[src/rtl/seq_detect_if.sv]
// seq_detect_if: config, symbol stream and status bundle for seq_detect_ctrl
interface seq_detect_if #(
    parameter int SYM_W   = 3,
    parameter int PAT_LEN = 4,
    parameter int CNT_W   = 8,
    parameter int TMO_W   = 16
);
    logic                       cfg_we;
    logic [$clog2(PAT_LEN)-1:0] cfg_idx;
    logic [SYM_W-1:0]           cfg_sym;
    logic [$clog2(PAT_LEN):0]   cfg_len;
    logic [CNT_W-1:0]           max_matches;
    logic [TMO_W-1:0]           timeout_cycles;
    logic                       start;
    logic                       stop;
    logic                       sym_valid;
    logic [SYM_W-1:0]           sym_data;
    logic                       sym_ready;
    logic                       sequence_found;
    logic [CNT_W-1:0]           match_count;
    logic                       busy;
    logic                       done;
    logic                       timed_out;

    modport slave (
        input  cfg_we, cfg_idx, cfg_sym, cfg_len, max_matches, timeout_cycles,
        input  start, stop, sym_valid, sym_data,
        output sym_ready, sequence_found, match_count, busy, done, timed_out
    );

    modport master (
        output cfg_we, cfg_idx, cfg_sym, cfg_len, max_matches, timeout_cycles,
        output start, stop, sym_valid, sym_data,
        input  sym_ready, sequence_found, match_count, busy, done, timed_out
    );
endinterface

[src/rtl/seq_detect_ctrl.sv]
// seq_detect_ctrl: run controller gating a symbol stream into a pattern-match window
module seq_detect_ctrl #(
    parameter int SYM_W   = 3,
    parameter int PAT_LEN = 4,
    parameter int CNT_W   = 8,
    parameter int TMO_W   = 16
) (
    input  logic        clk,
    input  logic        rst_n,
    seq_detect_if.slave io_bus
);
    localparam int LEN_W = $clog2(PAT_LEN) + 1;
    localparam logic [LEN_W-1:0] LEN_MAX = LEN_W'(PAT_LEN);

    typedef enum logic [1:0] {S_IDLE, S_ARM, S_RUN, S_DONE} state_t;

    state_t           r_state, w_next;
    logic [SYM_W-1:0] r_pat  [PAT_LEN];
    logic [SYM_W-1:0] r_hist [PAT_LEN];
    logic [SYM_W-1:0] w_hist [PAT_LEN];
    logic [LEN_W-1:0] r_len, r_fill, w_fill, w_len_in;
    logic [CNT_W-1:0] r_max, r_count, w_count;
    logic [TMO_W-1:0] r_tmo, r_timer, w_timer, w_timer_inc;
    logic [PAT_LEN:0] w_eq;
    logic             r_sym_ready, r_found, r_busy, r_done, r_timed_out;
    logic             w_found, w_timed_out, w_match, w_clear, w_accept, w_cfg_open;

    assign w_len_in    = io_bus.cfg_len == '0 ? LEN_W'(1) :
                         (io_bus.cfg_len > LEN_MAX ? LEN_MAX : io_bus.cfg_len);
    assign w_cfg_open  = r_state == S_IDLE || r_state == S_DONE;
    assign w_accept    = r_state == S_RUN && io_bus.sym_valid && r_sym_ready;
    assign w_timer_inc = r_timer + 1'b1;

    // History shift, match detection per possible length, next state and exit priority
    always_comb begin
        w_next      = r_state;
        w_hist      = r_hist;
        w_fill      = r_fill;
        w_count     = r_count;
        w_timer     = r_timer;
        w_found     = 1'b0;
        w_timed_out = r_timed_out;
        w_clear     = 1'b0;
        if (w_accept) begin
            for (int i = PAT_LEN - 1; i > 0; i--) w_hist[i] = r_hist[i-1];
            w_hist[0] = io_bus.sym_data;
            w_fill    = r_fill == LEN_MAX ? r_fill : r_fill + 1'b1;
        end
        w_eq = '0;
        for (int l = 1; l <= PAT_LEN; l++) begin
            w_eq[l] = 1'b1;
            for (int i = 0; i < l; i++) if (w_hist[l-1-i] != r_pat[i]) w_eq[l] = 1'b0;
        end
        w_match = w_accept && w_fill >= r_len && w_eq[r_len];
        case (r_state)
            S_IDLE, S_DONE: begin
                w_next  = io_bus.start ? S_ARM : r_state;
                w_clear = io_bus.start;
            end
            S_ARM: begin
                w_next  = S_RUN;
                w_clear = 1'b1;
            end
            default: begin
                w_found = w_match;
                w_count = w_match ? (&r_count ? r_count : r_count + 1'b1) : r_count;
                w_timer = w_match ? '0 : w_timer_inc;
                if (w_match && r_max != '0 && w_count == r_max) w_next = S_DONE;
                else if (io_bus.stop) w_next = S_DONE;
                else if (!w_match && r_tmo != '0 && w_timer_inc == r_tmo) begin
                    w_next      = S_DONE;
                    w_timed_out = 1'b1;
                end
            end
        endcase
        if (w_clear) begin
            for (int i = 0; i < PAT_LEN; i++) w_hist[i] = '0;
            w_fill      = '0;
            w_count     = '0;
            w_timer     = '0;
            w_timed_out = 1'b0;
        end
    end

    // State, pattern, run registers and registered outputs
    always_ff @(posedge clk or negedge rst_n) begin
        if (!rst_n) begin
            r_state     <= S_IDLE;
            r_pat       <= '{default: '0};
            r_hist      <= '{default: '0};
            r_len       <= '0;
            r_fill      <= '0;
            r_max       <= '0;
            r_count     <= '0;
            r_tmo       <= '0;
            r_timer     <= '0;
            r_sym_ready <= 1'b0;
            r_found     <= 1'b0;
            r_busy      <= 1'b0;
            r_done      <= 1'b0;
            r_timed_out <= 1'b0;
        end else begin
            r_state     <= w_next;
            r_hist      <= w_hist;
            r_fill      <= w_fill;
            r_count     <= w_count;
            r_timer     <= w_timer;
            r_found     <= w_found;
            r_timed_out <= w_timed_out;
            r_sym_ready <= w_next == S_RUN;
            r_busy      <= w_next == S_ARM || w_next == S_RUN;
            r_done      <= w_next == S_DONE;
            if (w_cfg_open && io_bus.cfg_we) r_pat[io_bus.cfg_idx] <= io_bus.cfg_sym;
            if (w_cfg_open && io_bus.start) begin
                r_len <= w_len_in;
                r_max <= io_bus.max_matches;
                r_tmo <= io_bus.timeout_cycles;
            end
        end
    end

    assign io_bus.sym_ready      = r_sym_ready;
    assign io_bus.sequence_found = r_found;
    assign io_bus.match_count    = r_count;
    assign io_bus.busy           = r_busy;
    assign io_bus.done           = r_done;
    assign io_bus.timed_out      = r_timed_out;
endmodule

[src/flat_wrapper.sv]
// flat-port wrapper written by rule: the top's interface ports become plain ports
module seq_detect_ctrl_flat 
#(
    parameter int SYM_W   = 3,
    parameter int PAT_LEN = 4,
    parameter int CNT_W   = 8,
    parameter int TMO_W   = 16
)
  (clk, rst_n, io_bus_cfg_we, io_bus_cfg_idx, io_bus_cfg_sym, io_bus_cfg_len, io_bus_max_matches, io_bus_timeout_cycles, io_bus_start, io_bus_stop, io_bus_sym_valid, io_bus_sym_data, io_bus_sym_ready, io_bus_sequence_found, io_bus_match_count, io_bus_busy, io_bus_done, io_bus_timed_out);
  seq_detect_if #(.SYM_W(SYM_W), .PAT_LEN(PAT_LEN), .CNT_W(CNT_W), .TMO_W(TMO_W)) io_bus_i ();
  input  logic clk;
  input  logic rst_n;
  input wire logic [$bits(io_bus_i.cfg_we)-1:0] io_bus_cfg_we;
  input wire logic [$bits(io_bus_i.cfg_idx)-1:0] io_bus_cfg_idx;
  input wire logic [$bits(io_bus_i.cfg_sym)-1:0] io_bus_cfg_sym;
  input wire logic [$bits(io_bus_i.cfg_len)-1:0] io_bus_cfg_len;
  input wire logic [$bits(io_bus_i.max_matches)-1:0] io_bus_max_matches;
  input wire logic [$bits(io_bus_i.timeout_cycles)-1:0] io_bus_timeout_cycles;
  input wire logic [$bits(io_bus_i.start)-1:0] io_bus_start;
  input wire logic [$bits(io_bus_i.stop)-1:0] io_bus_stop;
  input wire logic [$bits(io_bus_i.sym_valid)-1:0] io_bus_sym_valid;
  input wire logic [$bits(io_bus_i.sym_data)-1:0] io_bus_sym_data;
  output wire logic [$bits(io_bus_i.sym_ready)-1:0] io_bus_sym_ready;
  output wire logic [$bits(io_bus_i.sequence_found)-1:0] io_bus_sequence_found;
  output wire logic [$bits(io_bus_i.match_count)-1:0] io_bus_match_count;
  output wire logic [$bits(io_bus_i.busy)-1:0] io_bus_busy;
  output wire logic [$bits(io_bus_i.done)-1:0] io_bus_done;
  output wire logic [$bits(io_bus_i.timed_out)-1:0] io_bus_timed_out;
  assign io_bus_i.cfg_we = io_bus_cfg_we;
  assign io_bus_i.cfg_idx = io_bus_cfg_idx;
  assign io_bus_i.cfg_sym = io_bus_cfg_sym;
  assign io_bus_i.cfg_len = io_bus_cfg_len;
  assign io_bus_i.max_matches = io_bus_max_matches;
  assign io_bus_i.timeout_cycles = io_bus_timeout_cycles;
  assign io_bus_i.start = io_bus_start;
  assign io_bus_i.stop = io_bus_stop;
  assign io_bus_i.sym_valid = io_bus_sym_valid;
  assign io_bus_i.sym_data = io_bus_sym_data;
  assign io_bus_sym_ready = io_bus_i.sym_ready;
  assign io_bus_sequence_found = io_bus_i.sequence_found;
  assign io_bus_match_count = io_bus_i.match_count;
  assign io_bus_busy = io_bus_i.busy;
  assign io_bus_done = io_bus_i.done;
  assign io_bus_timed_out = io_bus_i.timed_out;
  seq_detect_ctrl #(.SYM_W(SYM_W), .PAT_LEN(PAT_LEN), .CNT_W(CNT_W), .TMO_W(TMO_W)) u_core (.clk(clk), .rst_n(rst_n), .io_bus(io_bus_i));
endmodule
[config.mk]
export PLATFORM = sky130hd
export DESIGN_NAME = seq_detect_ctrl_flat
export DESIGN_NICKNAME = d
export VERILOG_FILES = /design/src/rtl/seq_detect_if.sv /design/src/rtl/seq_detect_ctrl.sv /design/src/flat_wrapper.sv
export SDC_FILE = /design/constraint.sdc
export NUM_CORES = 1
export LEC_CHECK = 0
export BUFFER_PORTS_ARGS = -buffer_cell sky130_fd_sc_hd__buf_2
export CORE_ASPECT_RATIO = 0.75
export CORE_MARGIN = 2
export CORE_UTILIZATION = 60
export DETAILED_ROUTE_END_ITERATION = 7
export GPL_ROUTABILITY_DRIVEN = 0
export PLACE_DENSITY_LB_ADDON = 0.25
export SYNTH_ARGS = -nofsm -noshare
export SYNTH_HDL_FRONTEND = slang
export SYNTH_SLANG_ARGS = --single-unit
[constraint.sdc]
create_clock -name clk -period 8.3 [get_ports clk]
set_input_delay 0.415 -clock clk [delete_from_list [all_inputs] [get_ports clk]]
set_output_delay 0.415 -clock clk [all_outputs]
set_load 0.02 [all_outputs]
==> results of run 1 <==
==> synth_stat cells, drive strengths merged, types with 12 or more instances <==
cell type / number / area share, %
a21oi: 23 / 2.1
buf: 13 / 1.4
clkbuf: 20 / 1.4
dfrtp: 85 / 39
inv: 31 / 2.1
mux2: 36 / 7.5
nand2: 50 / 3.5
nand3: 18 / 1.7
nor2: 29 / 2.0
nor2b: 25 / 2.9
nor3: 14 / 1.6
nor4: 12 / 1.8
o21ai: 39 / 3.6
xnor2: 29 / 4.7
xor2: 30 / 4.8
==> per-layer routing <==
metal  track usage [%]  share of wire (%)
met5                 0                  0
met1             40.45                 46
met3             7.832                9.5
met4             10.09                1.9
met2             38.53                 42
==> worst paths after layout <==
path	start	endpoint	cells after the start
max	u_core.r_state[0]$_DFF_PN0_	u_core.io_bus.busy$_DFF_PN0_	16
min	rst_n	u_core.r_pat[7]$_DFFE_PN0P_	1
max reg2reg	u_core.r_state[0]$_DFF_PN0_	u_core.io_bus.busy$_DFF_PN0_	16
min reg2reg	u_core.r_timer[15]$_DFFE_PN0P_	u_core.r_timer[15]$_DFFE_PN0P_	1
max in group asynchronous	rst_n	u_core.r_pat[8]$_DFFE_PN0P_	1
min in group clk	io_bus_cfg_len[2]	u_core.r_len[0]$_DFFE_PN0P_	2
==> cell type report <==
cell class,count,area [µm²],area share (%)
clock inverters,6,63.81,1.064
clock buffers,9,225.2,3.756
well taps,112,140.1,2.337
inverters,31,116.4,1.941
repair buffers,53,267.8,4.466
flip-flops and latches,85,2127,35.48
multi-input cells,426,3055,50.96
==> state kept, by name (all words and copies together) (netlist names) <==
| name | flops |
|---|---|
| u_core.r_timer | 16 |
| u_core.r_tmo | 16 |
| u_core.r_hist | 12 |
| u_core.r_pat | 12 |
| u_core.io_bus.match_count | 8 |
| u_core.r_max | 8 |
| u_core.r_fill | 3 |
| u_core.r_len | 3 |
| u_core.r_state | 2 |
| u_core.io_bus.busy | 1 |
| u_core.io_bus.done | 1 |
| u_core.io_bus.sequence_found | 1 |
| u_core.io_bus.sym_ready | 1 |
| u_core.io_bus.timed_out | 1 |
==> kinds of logic (layout without fill, tap and decap cells) <==
group	count (synthesis)	after routing	synth area share [%]
buffers and inverters	64	99	4.968
and+or+nand+nor	180	180	17.53
xor gates and xnor gates	60	60	9.912
muxes	47	47	9.476
AOI/OAI and AO/OA	129	129	16.72
DFF	85	85	39.10
adders and majority gates	10	10	2.300
==> where the power goes <==
group	total, W	switching (W)	internal [W]
combinational	0.000762	0.000427	0.000336
clock	0.000392	0.000161	0.000231
sequential	0.000715	0.000177	0.000537
==> metrics by stage <==
step / cell area, µm² / util [%]
6_report: 5996 / 67.11
5_1_grt: 5996 / 67.11
4_1_cts: 5996 / 67.11
3_5_place_dp: 5707 / 63.88
3_3_place_gp: 5707 / 63.88
2_1_floorplan: 5440 / -
==> results.yml, run 1 <==
status:
  status: "finished, final reports clean"
floorplanning:
  dieArea_um2: 9853
  die_x_um: 114.0
  ios: 54
  core_um2: 8934
  num_rows: 30
  fp.dieH_um: 86.47
  start_util_pct: 60.90
detailed_routing:
  wl_um: 12840
  vias: 4563
  first_iter_violations: 389
  first_pass_iters: 7
  wl_per_cell_um: 17.78
  viasPerCell: 6.320
  antenna_left: 0
  drc: 0
clock_network:
  htree_num_levels: 3
  cts_setup_buffers: 0
  cts_inserted_buffers: 9
  cts_tree: "built"
  clockBufferDepth: 2
  cts_sinks: 85
  root_buffer: "clkbuf_16"
  ctsResizeCount: 0
  clkLatencyLatePin_ps: 340
  cts-hold-fix-buffers: 0
  path_clk_slew_ps: 60
layout:
  layout_common_cells: "dfrtp_1, buf_2, nand2_1"
  layout.nets: 657
  syn_to_final_growth_pct: 10.21
  final_common_cell: "dfrtp_1"
  fill_cells: 710
  drive_above_1_share_pct: 19.84
  diodes: 0
  fin_cells: 722
placed_design:
  numPortBuffers: 53
  dp_hpwl_um: 9346
  placed_cells: 707
  dp_slack_ps: 3429
synth:
  synth_edf_count: 0
  avgSynthCellArea_um2: 9.461
  synth_cells: 575
  ys_types: 71
  synth_nets: 626
  yosys_warnings: 0
  ys_ff_latch: 85
  seq_area_frac_synth_pct: 39.10
  syn_area_um2: 5440
  async_flop_share_pct: 100.0
  ys.flop_type: "dfrtp_1"
worst_setup_path:
  critPathKind: "flop to flop"
  cp_top_family: "compound AO/OA/AOI/OAI gates"
  end_kind: "flop"
  critPathMaxFanout: 26
  crit_required_ps: 8540
  slowest_stage: "and3_1"
  crit_path_start_kind: "flop"
  cpMostUsedCell: "ha_1"
  slowest_delay_ps: 880
  r2r_slack_ps: 3300
  crit_chain: "inv_1 -> ha_1 -> and3_1 -> a21oi_1 -> a31oi_1 -> ha_1 -> o21ai_0 -> a21oi_1 -> o21a_1 -> nand4_1 -> a31oi_1 -> xor2_1 -> a211oi_1 -> a22oi_1 -> ha_1 -> inv_1"
  crit_arrival_ps: 5250
  cp_num_buf_inv: 2
grt:
  grt_usage_pct: 27.45
  grt_pass1_vias: 4227
  grt_max_degree: 86
  grt_pass1_wl_um: 21030
  grt_antenna_before_repair: 0
  grt.overflow.total: 0
sta:
  rsz0062_at_grt: "no"
  hold_viol_final: 0
  max_freq_ghz: 0.1998
  slew_violations: 0
  period_share_pct: 60.30
  final-setup-viol-count: 0
  relSlewSlack_pct: 20.50
  worstMarginPinSlew_ps: 1190
  skew_ps: 6.955
  min_period_ps: 5005
  finalSetupTns_ps: 0
  hold_slack_ps: 258.2
  layout_setup_ws_ps: 3295
power:
  leakage_nw: 2.541
  worst_ir_drop_vdd_v: 0.0001834
  power_w: 0.001869
  power_density_nw_per_um2: 311.6
min_path:
  hp-class: "primary input to asynchronous set/reset pin"
run:
  drv_cap: 0
Power figures use the tool's default switching activity.
==> inputs of run 2 (changes only) <==
==> constraint.sdc (replaced) <==
create_clock -name clk -period 4.95 [get_ports clk]
set_input_delay 0.2475 -clock clk [delete_from_list [all_inputs] [get_ports clk]]
set_output_delay 0.2475 -clock clk [all_outputs]
set_load 0.02 [all_outputs]
==> run 2 against run 1 <==
Effect of this change: setup slack worse by 2500 ps; flip-flop and latch count is the same; fmax increased by 19%; critical endpoint unchanged; worst hold slack got worse by 190 ps; global-route usage increased by 1.2 points; clock power is 73% higher; cell count up 0.69%; final area increased by 0.56%; via count decreased by 0.39%; combinational power up 68%; critical path type unchanged.
==> results.yml, run 2 (synthesis gave the netlist of run 1 again) <==
sta:
  finalSetupTns_ps: 0
  worstMarginPinSlew_ps: 1311
  period_share_pct: 84.60
  hold_viol_final: 0
  max_freq_ghz: 0.2388
  final-setup-viol-count: 0
  rsz0062_at_grt: "no"
  slew_violations: 0
  min_period_ps: 4188
  relSlewSlack_pct: 12.41
  skew_ps: 4.385
  hold_slack_ps: 63.24
floorplanning:
  core_um2: 8934
  dieArea_um2: 9853
  fp.dieH_um: 86.47
  start_util_pct: 60.90
  num_rows: 30
  ios: 54
  die_x_um: 114.0
power:
  power_density_nw_per_um2: 525.8
  leakage_nw: 2.570
  power_w: 0.003170
  worst_ir_drop_vdd_v: 0.0003205
detailed_routing:
  first_iter_violations: 655
  wl_um: 13350
  vias: 4545
  antenna_left: 0
  viasPerCell: 6.252
  drc: 0
  first_pass_iters: 6
  wl_per_cell_um: 18.36
layout:
  layout.nets: 661
  reg_top3: "u_core.r_timer x16, u_core.r_tmo x16"
  fin_cells: 727
  final_common_cell: "dfrtp_1"
  drive_above_1_share_pct: 20.49
  layout_common_cells: "dfrtp_1, buf_2, nand2_1"
  diodes: 0
  syn_to_final_growth_pct: 10.83
worst_setup_path:
  cpMostUsedCell: "ha_1"
  end_kind: "flop"
  cp_num_buf_inv: 3
  slowest_delay_ps: 420
  critPathKind: "flop to flop"
  slowest_stage: "a211oi_1"
  ff2ff_path_depth: 17
  crit_path_start_kind: "flop"
  path_depth: 17
  crit_chain: "inv_1 -> ha_1 -> and3_1 -> buf_4 -> a21oi_1 -> a31oi_1 -> ha_1 -> o21ai_0 -> a21oi_1 -> o21a_1 -> nand4_1 -> a31oi_1 -> xor2_1 -> a211oi_1 -> a22oi_1 -> ha_1 -> inv_1"
  critPathMaxFanout: 26
  cp_top_family: "compound AO/OA/AOI/OAI gates"
  crit_arrival_ps: 4430
  crit_required_ps: 5190
clock_network:
  cts-hold-fix-buffers: 0
  ctsResizeCount: 0
  cts_tree: "built"
  path_clk_slew_ps: 60
  clockBufferDepth: 2
  cts_inserted_buffers: 9
  clkLatencyLatePin_ps: 340
  root_buffer: "clkbuf_16"
  cts_setup_buffers: 0
  cts_sinks: 85
  htree_num_levels: 3
min_path:
  hp-class: "primary input to asynchronous set/reset pin"
run:
  drv_cap: 0
placed_design:
  placed_cells: 711
  dp_hpwl_um: 9538
  numPortBuffers: 53
status:
  status: "finished, final reports clean"
grt:
  grt_antenna_before_repair: 0
  grt_pass1_wl_um: 22080
  grt_pass1_vias: 4320
  grt.overflow.total: 0
  grt_max_degree: 86
  grt_usage_pct: 28.65
==> run 2: changes by cell type in the layout (fill, tap and decap cells not counted), sizes merged <==
cell / before / now
buf: 53 / 57
clkinv: 2 / 3
clkbuf: 9 / 10
clkinvlp: 2 / 1
==> run 2: report_power, final <==
group          switching, W  total (W)  internal, W
sequential         0.000307    0.00121     0.000901
combinational      0.000710    0.00128     0.000572
clock              0.000276   0.000680     0.000403
==> run 2: cell type report <==
type | count | area [µm²]
Clock inverter | 6 | 61.31
Clock buffer | 10 | 239.0
Multi-Input combinational cell | 426 | 3048
Inverter | 31 | 116.4
Fill cell | 723 | 2904
Timing Repair Buffer | 57 | 297.8
Tap cell | 112 | 140.1
Sequential cell | 85 | 2127
==> run 2: per-layer routing <==
metal  track usage (%)  up-vias  routed length [µm]
met1             43.08     2175                6125
met2             41.67      215                5901
li1                  -     2135                   -
met5                 0        -                   0
met3             6.434       20                1142
met4             8.093        0                 179
==> run 2: worst register-to-register path, delay by kind of cell (launching register included) <==
family,cells,cell delay (ps)
compound gates,8,2110
fa+ha+maj,3,660
simple gates,2,410
flops,1,410
buf+inv,3,380
xor+xnor,1,130
==> run 2: path summary, 6_finish.rpt <==
kind / start / endpoint / slack, ps
setup reg to reg: u_core.r_state[0]$_DFF_PN0_ / u_core.io_bus.busy$_DFF_PN0_ / 760
hold / removal: rst_n / u_core.r_pat[10]$_DFFE_PN0P_ / 60
max in group asynchronous: rst_n / u_core.r_timer[11]$_DFFE_PN0P_ / 4160
min in group clk: io_bus_cfg_len[2] / u_core.r_len[0]$_DFFE_PN0P_ / 110
setup / recovery: u_core.r_state[0]$_DFF_PN0_ / u_core.io_bus.busy$_DFF_PN0_ / 760
hold reg to reg: u_core.r_timer[15]$_DFFE_PN0P_ / u_core.r_timer[15]$_DFFE_PN0P_ / 510
==> run 2: stage by stage <==
stage / instance area [µm²] / util [%] / worst slack [ps]
CTS: 6030 / 67.49 / 851.7
floorplan: 5440 / - / 1066
detailed placement: 5729 / 64.13 / 873.4
global placement: 5729 / 64.13 / 1074
finish: 6030 / 67.49 / 762.1
global route: 6030 / 67.49 / 408.4
==> inputs of run 3 (changes only) <==
--- a/config.mk
+++ b/config.mk
@@ -8,7 +8,7 @@
 export BUFFER_PORTS_ARGS = -buffer_cell sky130_fd_sc_hd__buf_2
 export CORE_ASPECT_RATIO = 0.75
 export CORE_MARGIN = 2
-export CORE_UTILIZATION = 60
+export CORE_UTILIZATION = 54
 export DETAILED_ROUTE_END_ITERATION = 7
 export GPL_ROUTABILITY_DRIVEN = 0
 export PLACE_DENSITY_LB_ADDON = 0.25
==> constraint.sdc (replaced) <==
create_clock -name clk -period 3.8 [get_ports clk]
set_input_delay 0.19 -clock clk [delete_from_list [all_inputs] [get_ports clk]]
set_output_delay 0.19 -clock clk [all_outputs]
set_load 0.02 [all_outputs]
==> run 3 against run 2 <==
Effect of this change: worst hold slack lost 15 ps; utilization down 3.8 points; clock-buffer cell count rose by 3; cell count up 4.3%; sequential share of layout area down 1.0 points; critical endpoint unchanged; largest cell class unchanged.
==> results.yml, run 3 (synthesis gave the netlist of run 1 again) <==
layout:
  syn_to_final_growth_pct: 14.05
  layout_common_cells: "dfrtp_1, buf_2, nand2_1"
  reg_top3: "u_core.r_timer x16, u_core.r_tmo x16"
  layout.nets: 672
  diodes: 0
  final_common_cell: "dfrtp_1"
  drive_above_1_share_pct: 22.84
clock_network:
  cts_sinks: 85
  path_clk_slew_ps: 60
  cts_tree: "built"
  clkLatencyLatePin_ps: 350
  htree_num_levels: 3
  clockBufferDepth: 2
  root_buffer: "clkbuf_16"
  cts_inserted_buffers: 9
sta:
  relSlewSlack_pct: 28.07
  max_freq_ghz: 0.2742
  period_share_pct: 95.99
  finalSetupTns_ps: 0
  worstMarginPinSlew_ps: 1075
  hold_viol_final: 0
  layout_setup_ws_ps: 152.4
  min_period_ps: 3648
  slew_violations: 0
  skew_ps: 7.841
  final-setup-viol-count: 0
worst_setup_path:
  slowest_delay_ps: 410
  critPathKind: "flop to flop"
  critPathMaxFanout: 9
  crit_required_ps: 4050
  crit_arrival_ps: 3890
  r2r-start: "u_core.r_state[0]$_DFF_PN0_"
  crit_path_start_kind: "flop"
  crit_end: "u_core.io_bus.busy$_DFF_PN0_"
  r2r_slack_ps: 150
  r2r_end: "u_core.io_bus.busy$_DFF_PN0_"
  critPathLaunch: "u_core.r_state[0]$_DFF_PN0_"
  ff2ff_path_depth: 17
  crit_chain: "inv_1 -> ha_2 -> and3_2 -> a21oi_1 -> a31oi_1 -> ha_1 -> o21ai_0 -> a21oi_2 -> o21a_4 -> nand4_1 -> buf_4 -> nand4_1 -> a21oi_1 -> nor4_4 -> a22oi_1 -> ha_1 -> inv_1"
  end_kind: "flop"
  slowest_stage: "dfrtp_1"
floorplanning:
  fp.dieH_um: 90.93
  num_rows: 31
  die_x_um: 119.9
  ios: 54
  core_um2: 9736
  start_util_pct: 55.88
  dieArea_um2: 10900
detailed_routing:
  first_iter_violations: 543
  wl_per_cell_um: 18.61
  vias: 4623
  first_pass_iters: 5
  antenna_left: 0
  wl_um: 14110
  drc: 0
  viasPerCell: 6.099
grt:
  grt.overflow.total: 0
  grt_antenna_before_repair: 0
  grt_usage_pct: 26.74
  grt_pass1_vias: 4394
  grt_pass1_wl_um: 23040
  grt_max_degree: 55
placed_design:
  numPortBuffers: 53
  dp_hpwl_um: 10130
  dp_slack_ps: -89.13
min_path:
  min-delay-start: "io_bus_cfg_len[2]"
  hp-class: "primary input to flop"
power:
  leakage_nw: 2.636
  power_density_nw_per_um2: 685.2
  worst_ir_drop_vdd_v: 0.0003747
status:
  status: "finished, final reports clean"
run:
  drv_cap: 0
==> run 3: how the worst min path moves through the flow <==
stage                                              end  slack [ps]  depth (start not counted)
after floorplan           u_core.io_bus.busy$_DFF_PN0_        -110                          0
after global placement     u_core.r_len[2]$_DFFE_PN0P_         270                          1
after detailed placement   u_core.r_len[2]$_DFFE_PN0P_         280                          1
after CTS                  u_core.r_len[0]$_DFFE_PN0P_          40                          2
after global routing       u_core.r_len[0]$_DFFE_PN0P_          60                          2
final                      u_core.r_len[0]$_DFFE_PN0P_          50                          2
==> run 3: layout make-up <==
type                       instances  area [µm²]
fill                             817        3531
clock buffer                      13       260.3
inverter                          31       116.4
timing repair buffer              68       386.6
sequential                        85        2127
multi-input combinational        426        3105
tap                              132       165.2
clock inverter                     3       43.79
==> run 3: repair_timing <==
action / 4_1_cts / 5_1_grt
hold buffers: 1 / 0
setup buffers: 1 / 3
endpoints found under the hold margin: 53 / 0
endpoints found under the setup margin: 1 / 4
pin swaps: 1 / 1
resized for setup: 2 / 10
==> run 3: metal layers <==
layer | wire length [µm] | vias to the layer above | track usage (%)
li1 | - | 2146 | -
met3 | 1156 | 25 | 6.439
met2 | 5993 | 217 | 37.78
met4 | 227 | 0 | 5.882
met5 | 0 | - | 0
met1 | 6730 | 2235 | 41.18
==> run 3: per-stage QoR <==
step | utilization [%] | cell area [µm²] | hold slack [ps] | power (W) | cells
global placement | 59.61 | 5803 | 268.3 | 0.003181 | 737
detailed placement | 59.61 | 5803 | 284.1 | 0.003267 | 737
global route | 63.73 | 6205 | 57.55 | 0.004508 | 758
finish | 63.73 | 6205 | 48.24 | 0.004252 | 758
CTS | 62.97 | 6131 | 42.70 | 0.004195 | 755
floorplan | - | 5445 | -105.6 | 0.002751 | 575
==> run 3: worst max-delay path, delay by kind of cell, from the launching register on <==
family | cells | cell delay, ps
buf+inv | 3 | 330
fa+ha+maj | 3 | 780
flops | 1 | 410
compound gates | 7 | 1120
simple gates | 4 | 900
==> run 3: power by group <==
| group | leakage (nW) | internal [W] | switching [W] | total, W |
|---|---|---|---|---|
| Combinational | 1.39 | 0.000781 | 0.000972 | 0.00175 |
| Clock | 0.150 | 0.000546 | 0.000360 | 0.000906 |
| Sequential | 1.09 | 0.00117 | 0.000419 | 0.00159 |
